$ cat config.mk
export PLATFORM = sky130hd
export DESIGN_NAME = dm_csr_file
export DESIGN_NICKNAME = d
export VERILOG_FILES = /design/src/rtl/dm_csr_file.sv
export SDC_FILE = /design/constraint.sdc
export NUM_CORES = 1
export LEC_CHECK = 0
export CORE_ASPECT_RATIO = 1.4
export CORE_MARGIN = 2
export CORE_UTILIZATION = 53
export DETAILED_ROUTE_END_ITERATION = 12
export GPL_TIMING_DRIVEN = 0
export PLACE_DENSITY = 0.84
export SLEW_MARGIN = 10
export SYNTH_ARGS = -nofsm -noshare
export SYNTH_HDL_FRONTEND = slang
export SYNTH_SLANG_ARGS = --single-unit
$ cat constraint.sdc
create_clock -name clk_i -period 2.5 [get_ports clk_i]
set_input_delay 0.375 -clock clk_i [delete_from_list [all_inputs] [get_ports clk_i]]
set_output_delay 0.375 -clock clk_i [all_outputs]
set_load 0.05 [all_outputs]
$ cat src/rtl/dm_csr_file.sv
// Debug-module CSR file: DMI address decode, data/control registers and a
// fixed-latency abstract-command engine with busy/cmderr tracking.
module dm_csr_file #(
  parameter int DataCount  = 2,
  parameter int BusyCycles = 4
) (
  input  logic        clk_i,
  input  logic        rst_ni,
  input  logic        req_i,
  input  logic        we_i,
  input  logic [6:0]  addr_i,
  input  logic [31:0] wdata_i,
  output logic        rvalid_o,
  output logic [31:0] rdata_o,
  output logic        busy_o,
  output logic [31:0] cmd_o,
  output logic        cmd_start_o,
  output logic        cmd_done_o
);
  localparam int          CW         = $clog2(BusyCycles + 1);
  localparam logic [7:0]  DataBase   = 8'h04;
  localparam logic [7:0]  AddrDmCtrl = 8'h10;
  localparam logic [7:0]  AddrAbsCs  = 8'h16;
  localparam logic [7:0]  AddrCmd    = 8'h17;

  localparam logic [2:0]  ErrBusy    = 3'd1;
  localparam logic [2:0]  ErrNotSup  = 3'd2;

  logic [7:0] addr;
  assign addr = {1'b0, addr_i};

  logic [DataCount-1:0][31:0] data_q, data_d;
  logic                       dmactive_q, dmactive_d;
  logic                       haltreq_q, haltreq_d;
  logic [2:0]                 cmderr_q, cmderr_d;
  logic                       busy_q, busy_d;
  logic [CW-1:0]              cnt_q, cnt_d;
  logic [31:0]                cmd_q, cmd_d;
  logic                       start_q, start_d;
  logic                       done_q, done_d;
  logic                       rvalid_q;
  logic [31:0]                rdata_q, rdata_d;
  logic [31:0]                rd_val;
  logic                       complete;

  assign complete = busy_q && (cnt_q == CW'(1));

  // Read mux reflects current register state; completion effects land next cycle.
  always_comb begin
    rd_val = '0;
    for (int i = 0; i < DataCount; i++) begin
      if (addr == DataBase + 8'(i)) rd_val = data_q[i];
    end
    case (addr)
      AddrDmCtrl: rd_val = {haltreq_q, 30'b0, dmactive_q};
      AddrAbsCs:  rd_val = {19'b0, busy_q, 1'b0, cmderr_q, 4'b0, 4'(DataCount)};
      default: ;
    endcase
    rdata_d = (req_i && !we_i) ? rd_val : '0;
  end

  always_comb begin
    data_d     = data_q;
    dmactive_d = dmactive_q;
    haltreq_d  = haltreq_q;
    cmderr_d   = cmderr_q;
    busy_d     = busy_q;
    cnt_d      = cnt_q;
    cmd_d      = cmd_q;
    start_d    = 1'b0;
    done_d     = 1'b0;

    if (busy_q) begin
      if (complete) begin
        busy_d    = 1'b0;
        done_d    = 1'b1;
        cnt_d     = '0;
        data_d[0] = data_q[0] + 32'd1;
      end else begin
        cnt_d = cnt_q - CW'(1);
      end
    end

    if (req_i && we_i) begin
      // Data writes during a command (including its final cycle) are dropped.
      for (int i = 0; i < DataCount; i++) begin
        if (addr == DataBase + 8'(i)) begin
          if (busy_q) begin
            if (cmderr_q == 3'd0) cmderr_d = ErrBusy;
          end else begin
            data_d[i] = wdata_i;
          end
        end
      end
      case (addr)
        AddrDmCtrl: begin
          dmactive_d = wdata_i[0];
          haltreq_d  = wdata_i[31];
          if (!wdata_i[0]) begin
            data_d   = '0;
            cmderr_d = '0;
            busy_d   = 1'b0;
            cnt_d    = '0;
            cmd_d    = '0;
            done_d   = 1'b0;
          end
        end
        AddrAbsCs: cmderr_d = cmderr_q & ~wdata_i[10:8];
        AddrCmd: begin
          if (cmderr_q != 3'd0) begin
            cmderr_d = cmderr_q;
          end else if (busy_q) begin
            cmderr_d = ErrBusy;
          end else if (wdata_i[31:24] != 8'd0) begin
            cmderr_d = ErrNotSup;
          end else begin
            cmd_d   = wdata_i;
            start_d = 1'b1;
            busy_d  = 1'b1;
            cnt_d   = CW'(BusyCycles);
          end
        end
        default: ;
      endcase
    end
  end

  always_ff @(posedge clk_i or negedge rst_ni) begin
    if (!rst_ni) begin
      data_q     <= '0;
      dmactive_q <= 1'b0;
      haltreq_q  <= 1'b0;
      cmderr_q   <= '0;
      busy_q     <= 1'b0;
      cnt_q      <= '0;
      cmd_q      <= '0;
      start_q    <= 1'b0;
      done_q     <= 1'b0;
      rvalid_q   <= 1'b0;
      rdata_q    <= '0;
    end else begin
      data_q     <= data_d;
      dmactive_q <= dmactive_d;
      haltreq_q  <= haltreq_d;
      cmderr_q   <= cmderr_d;
      busy_q     <= busy_d;
      cnt_q      <= cnt_d;
      cmd_q      <= cmd_d;
      start_q    <= start_d;
      done_q     <= done_d;
      rvalid_q   <= req_i;
      rdata_q    <= rdata_d;
    end
  end

  assign rvalid_o    = rvalid_q;
  assign rdata_o     = rdata_q;
  assign busy_o      = busy_q;
  assign cmd_o       = cmd_q;
  assign cmd_start_o = start_q;
  assign cmd_done_o  = done_q;
endmodule

==> impl_metrics.json <==
{
  "critical_path_class": "in2reg",
  "regArea_mm2": 0.00350,
  "ios": 111,
  "tightest_slew_ps": 690,
  "layout.cells.non_filler": 913,
  "hold_class": "in2reg",
  "drt_wl_total_um": 18500,
  "grt_setup_unrepaired": "true",
  "syn_to_final_growth_pct": 31.4,
  "slew_headroom_pct": 53.7,
  "syn_area_mm2": 0.00621,
  "place_area_mm2": 0.00751,
  "cp.required_ps": 2810,
  "ys_ff_latch": 140,
  "endpoint_kind": "flop",
  "worstSetupStartpointType": "primary input",
  "hold_start": "wdata_i[0]",
  "die_w_um": 95.5,
  "seq_power_share_pct": 46.1,
  "critPathArrivalTime_ps": 2730,
  "period_share_pct": 96.8,
  "grt_pass1_vias": 5640,
  "ys_seq_area_share_pct": 56.4,
  "gp_congestion": 0.964,
  "cts_tree": "yes",
  "die_height_um": 132,
  "dr.pass1.iters": 6,
  "max_stage_delay_ps": 740,
  "overflow": 0,
  "nets": 802,
  "syn_inst": 624,
  "setup_viol": 0,
  "syn_area_per_cell_um2": 9.96,
  "synthesis.nets": 670,
  "path_delay_family": "simple AND/OR/NAND/NOR gates",
  "status": "completed",
  "power_frac_comb_pct": 8.6,
  "hpwl_um": 12800,
  "drive_above_1_share_pct": 9.36,
  "dieArea_mm2": 0.0126,
  "p_switching_mw": 1.38,
  "grt_pass1_wl_um": 29000,
  "skew_ps": 7.18,
  "switching_share_pct": 26.0,
  "core-area_mm2": 0.0114,
  "async_flop_share_pct": 100,
  "clock_sinks": 140,
  "crit_start": "addr_i[5]",
  "ctsHtreeMaxLevel": 4,
  "fmax_mhz": 413,
  "via_per_inst": 6.03,
  "period_needed_ps": 2420,
  "maxCapViolations": 0,
  "antenna_left": 0,
  "drtIter0Drc": 466,
  "drc_errors": 0,
  "r2r_start": "cnt_q[1]$_DFF_PN0_",
  "ys_types": 54,
  "vias": 5504,
  "synth_flop_cell": "dfrtp_1",
  "grt_usage_pct": 30.2,
  "p_leak_nw": 3.47,
  "crit_slowest_cell": "or4b_2",
  "fillCellCount": 832,
  "start_util_pct": 54.5,
  "grt_max_degree": 72,
  "clkPwrFrac_pct": 45.3,
  "portBuffers": 109,
  "p_per_area_mw_per_mm2": 651,
  "path_buf_inv": 3,
  "cts_buffers": 17,
  "postLayoutCellArea_mm2": 0.00816,
  "insertion_delay_ps": 420,
  "yosys_warnings": 0,
  "internal-power_mw": 3.94,
  "final_cell_mix": "dfrtp_1 (140), nand2_1 (113), clkdlybuf4s50_1 (108)",
  "critPathMaxFanout": 10,
  "antenna_found_initial": 0,
  "synth_edf_count": 0,
  "hold_viol": 0,
  "wl_per_cell_um": 20.3,
  "dp_cells": 878,
  "cp_cell_sequence": "clkdlybuf4s50_1 -> or4b_2 -> nor2_2 -> nand2_1 -> buf_2 -> buf_2 -> nand3_1 -> nand2_1",
  "max-clock-path-buffers": 2,
  "multi_input_area_mm2": 0.00258,
  "clk_pin_slew_ps": 60,
  "mostFrequentLayoutCell": "dfrtp_1",
  "ir_drop_mv": 0.489,
  "slew_viol_final": 0,
  "diodes": 0,
  "cts_root_buffer": "clkbuf_16",
  "std_cell_rows": 46
}
[registers in the layout, indices dropped and copies added (netlist names)]
name         cells
busy_o           1
cmd_done_o       1
cmd_o           32
cmd_start_o      1
cmderr_q         3
cnt_q            3
data_q          64
dmactive_q       1
haltreq_q        1
rdata_o         32
rvalid_o         1
[Yosys cell counts (8+ instances only)]
master    count  share of area [%]
a22o_1       24                3.4
nand2_1     113                6.8
a22oi_1      28                3.4
a21oi_1      12               0.97
xnor2_1       8                1.1
nand4_1      15                1.5
clkbuf_1     22                1.3
buf_2        15                1.2
and2_1       15                1.5
xor2_1       21                3.0
nand3_1      41                3.3
nor2_1       56                3.4
o21ai_0      29                2.3
dfrtp_1     140                 56
[cells by family after synthesis]
group,count (synthesis),synth area share [%]
and+or+nand+nor,282,21.6
muxes,3,0.523
DFF,140,56.4
buffers and inverters,44,2.96
adders and majority gates,3,0.604
AOI/OAI and AO/OA,123,13.9
xor gates and xnor gates,29,4.09
[routing by layer]
| layer | global-route usage [%] | vias to the layer above | wire length (um) |
|---|---|---|---|
| li1 | - | 2467 | - |
| met1 | 36.9 | 2738 | 7010 |
| met2 | 51.9 | 255 | 9940 |
| met3 | 5.72 | 44 | 1130 |
| met4 | 11.4 | 0 | 456 |
| met5 | 0 | - | 0 |
[final timing paths]
kind                                          end  slack [ps]  cells after the start
setup / recovery           data_q[54]$_DFFE_PN0P_          80                      8
hold / removal               cmd_o[0]$_DFFE_PN0P_         440                      2
setup reg to reg             data_q[17]$_DFF_PN0_         220                      8
hold reg to reg             cmd_o[29]$_DFFE_PN0P_         490                      1
max in group asynchronous    data_q[13]$_DFF_PN0_        1210                      3
min in group asynchronous    cmd_done_o$_DFF_PN0_         520                      2
[stage by stage]
step           utilization (%)  setup slack [ps]  setup TNS [ps]  power (mW)  hold slack, ps
2_1_floorplan                -               360               0        2.70            79.4
3_3_place_gp              65.7             -4220         -645410        2.90             469
3_5_place_dp              65.9              -818          -57650        2.93             421
4_1_cts                   71.4              28.9               0        5.32             447
5_1_grt                   71.6             -19.9           -20.3        5.47             483
6_report                  71.6              79.9               0        5.32             445
[power groups by stage]
stage	clock network [mW]	registers (mW)	logic, mW
CTS	2.43	2.45	0.450
global route	2.51	2.46	0.497
global placement	0	2.48	0.421
detailed placement	0	2.49	0.440
floorplan	0	2.46	0.231
finish	2.41	2.45	0.455
[cell type report]
class	instances	area share (%)
buffer	37	2.01
clock buffer	19	5.43
clock inverter	13	1.44
inverter	6	0.276
multi-input combinational	440	31.6
sequential	140	42.9
tap	144	2.21
timing repair buffer	114	14.1
[repair_timing]
action                                  CTS  global route
pin swaps                                 1             1
endpoints found under the setup margin   69            57
hold buffers                              1             0
endpoints found under the hold margin    47             0
resized for setup                         4            13
buffers inserted                          3             0
Note: power is estimated with default switching activity, not from simulation.
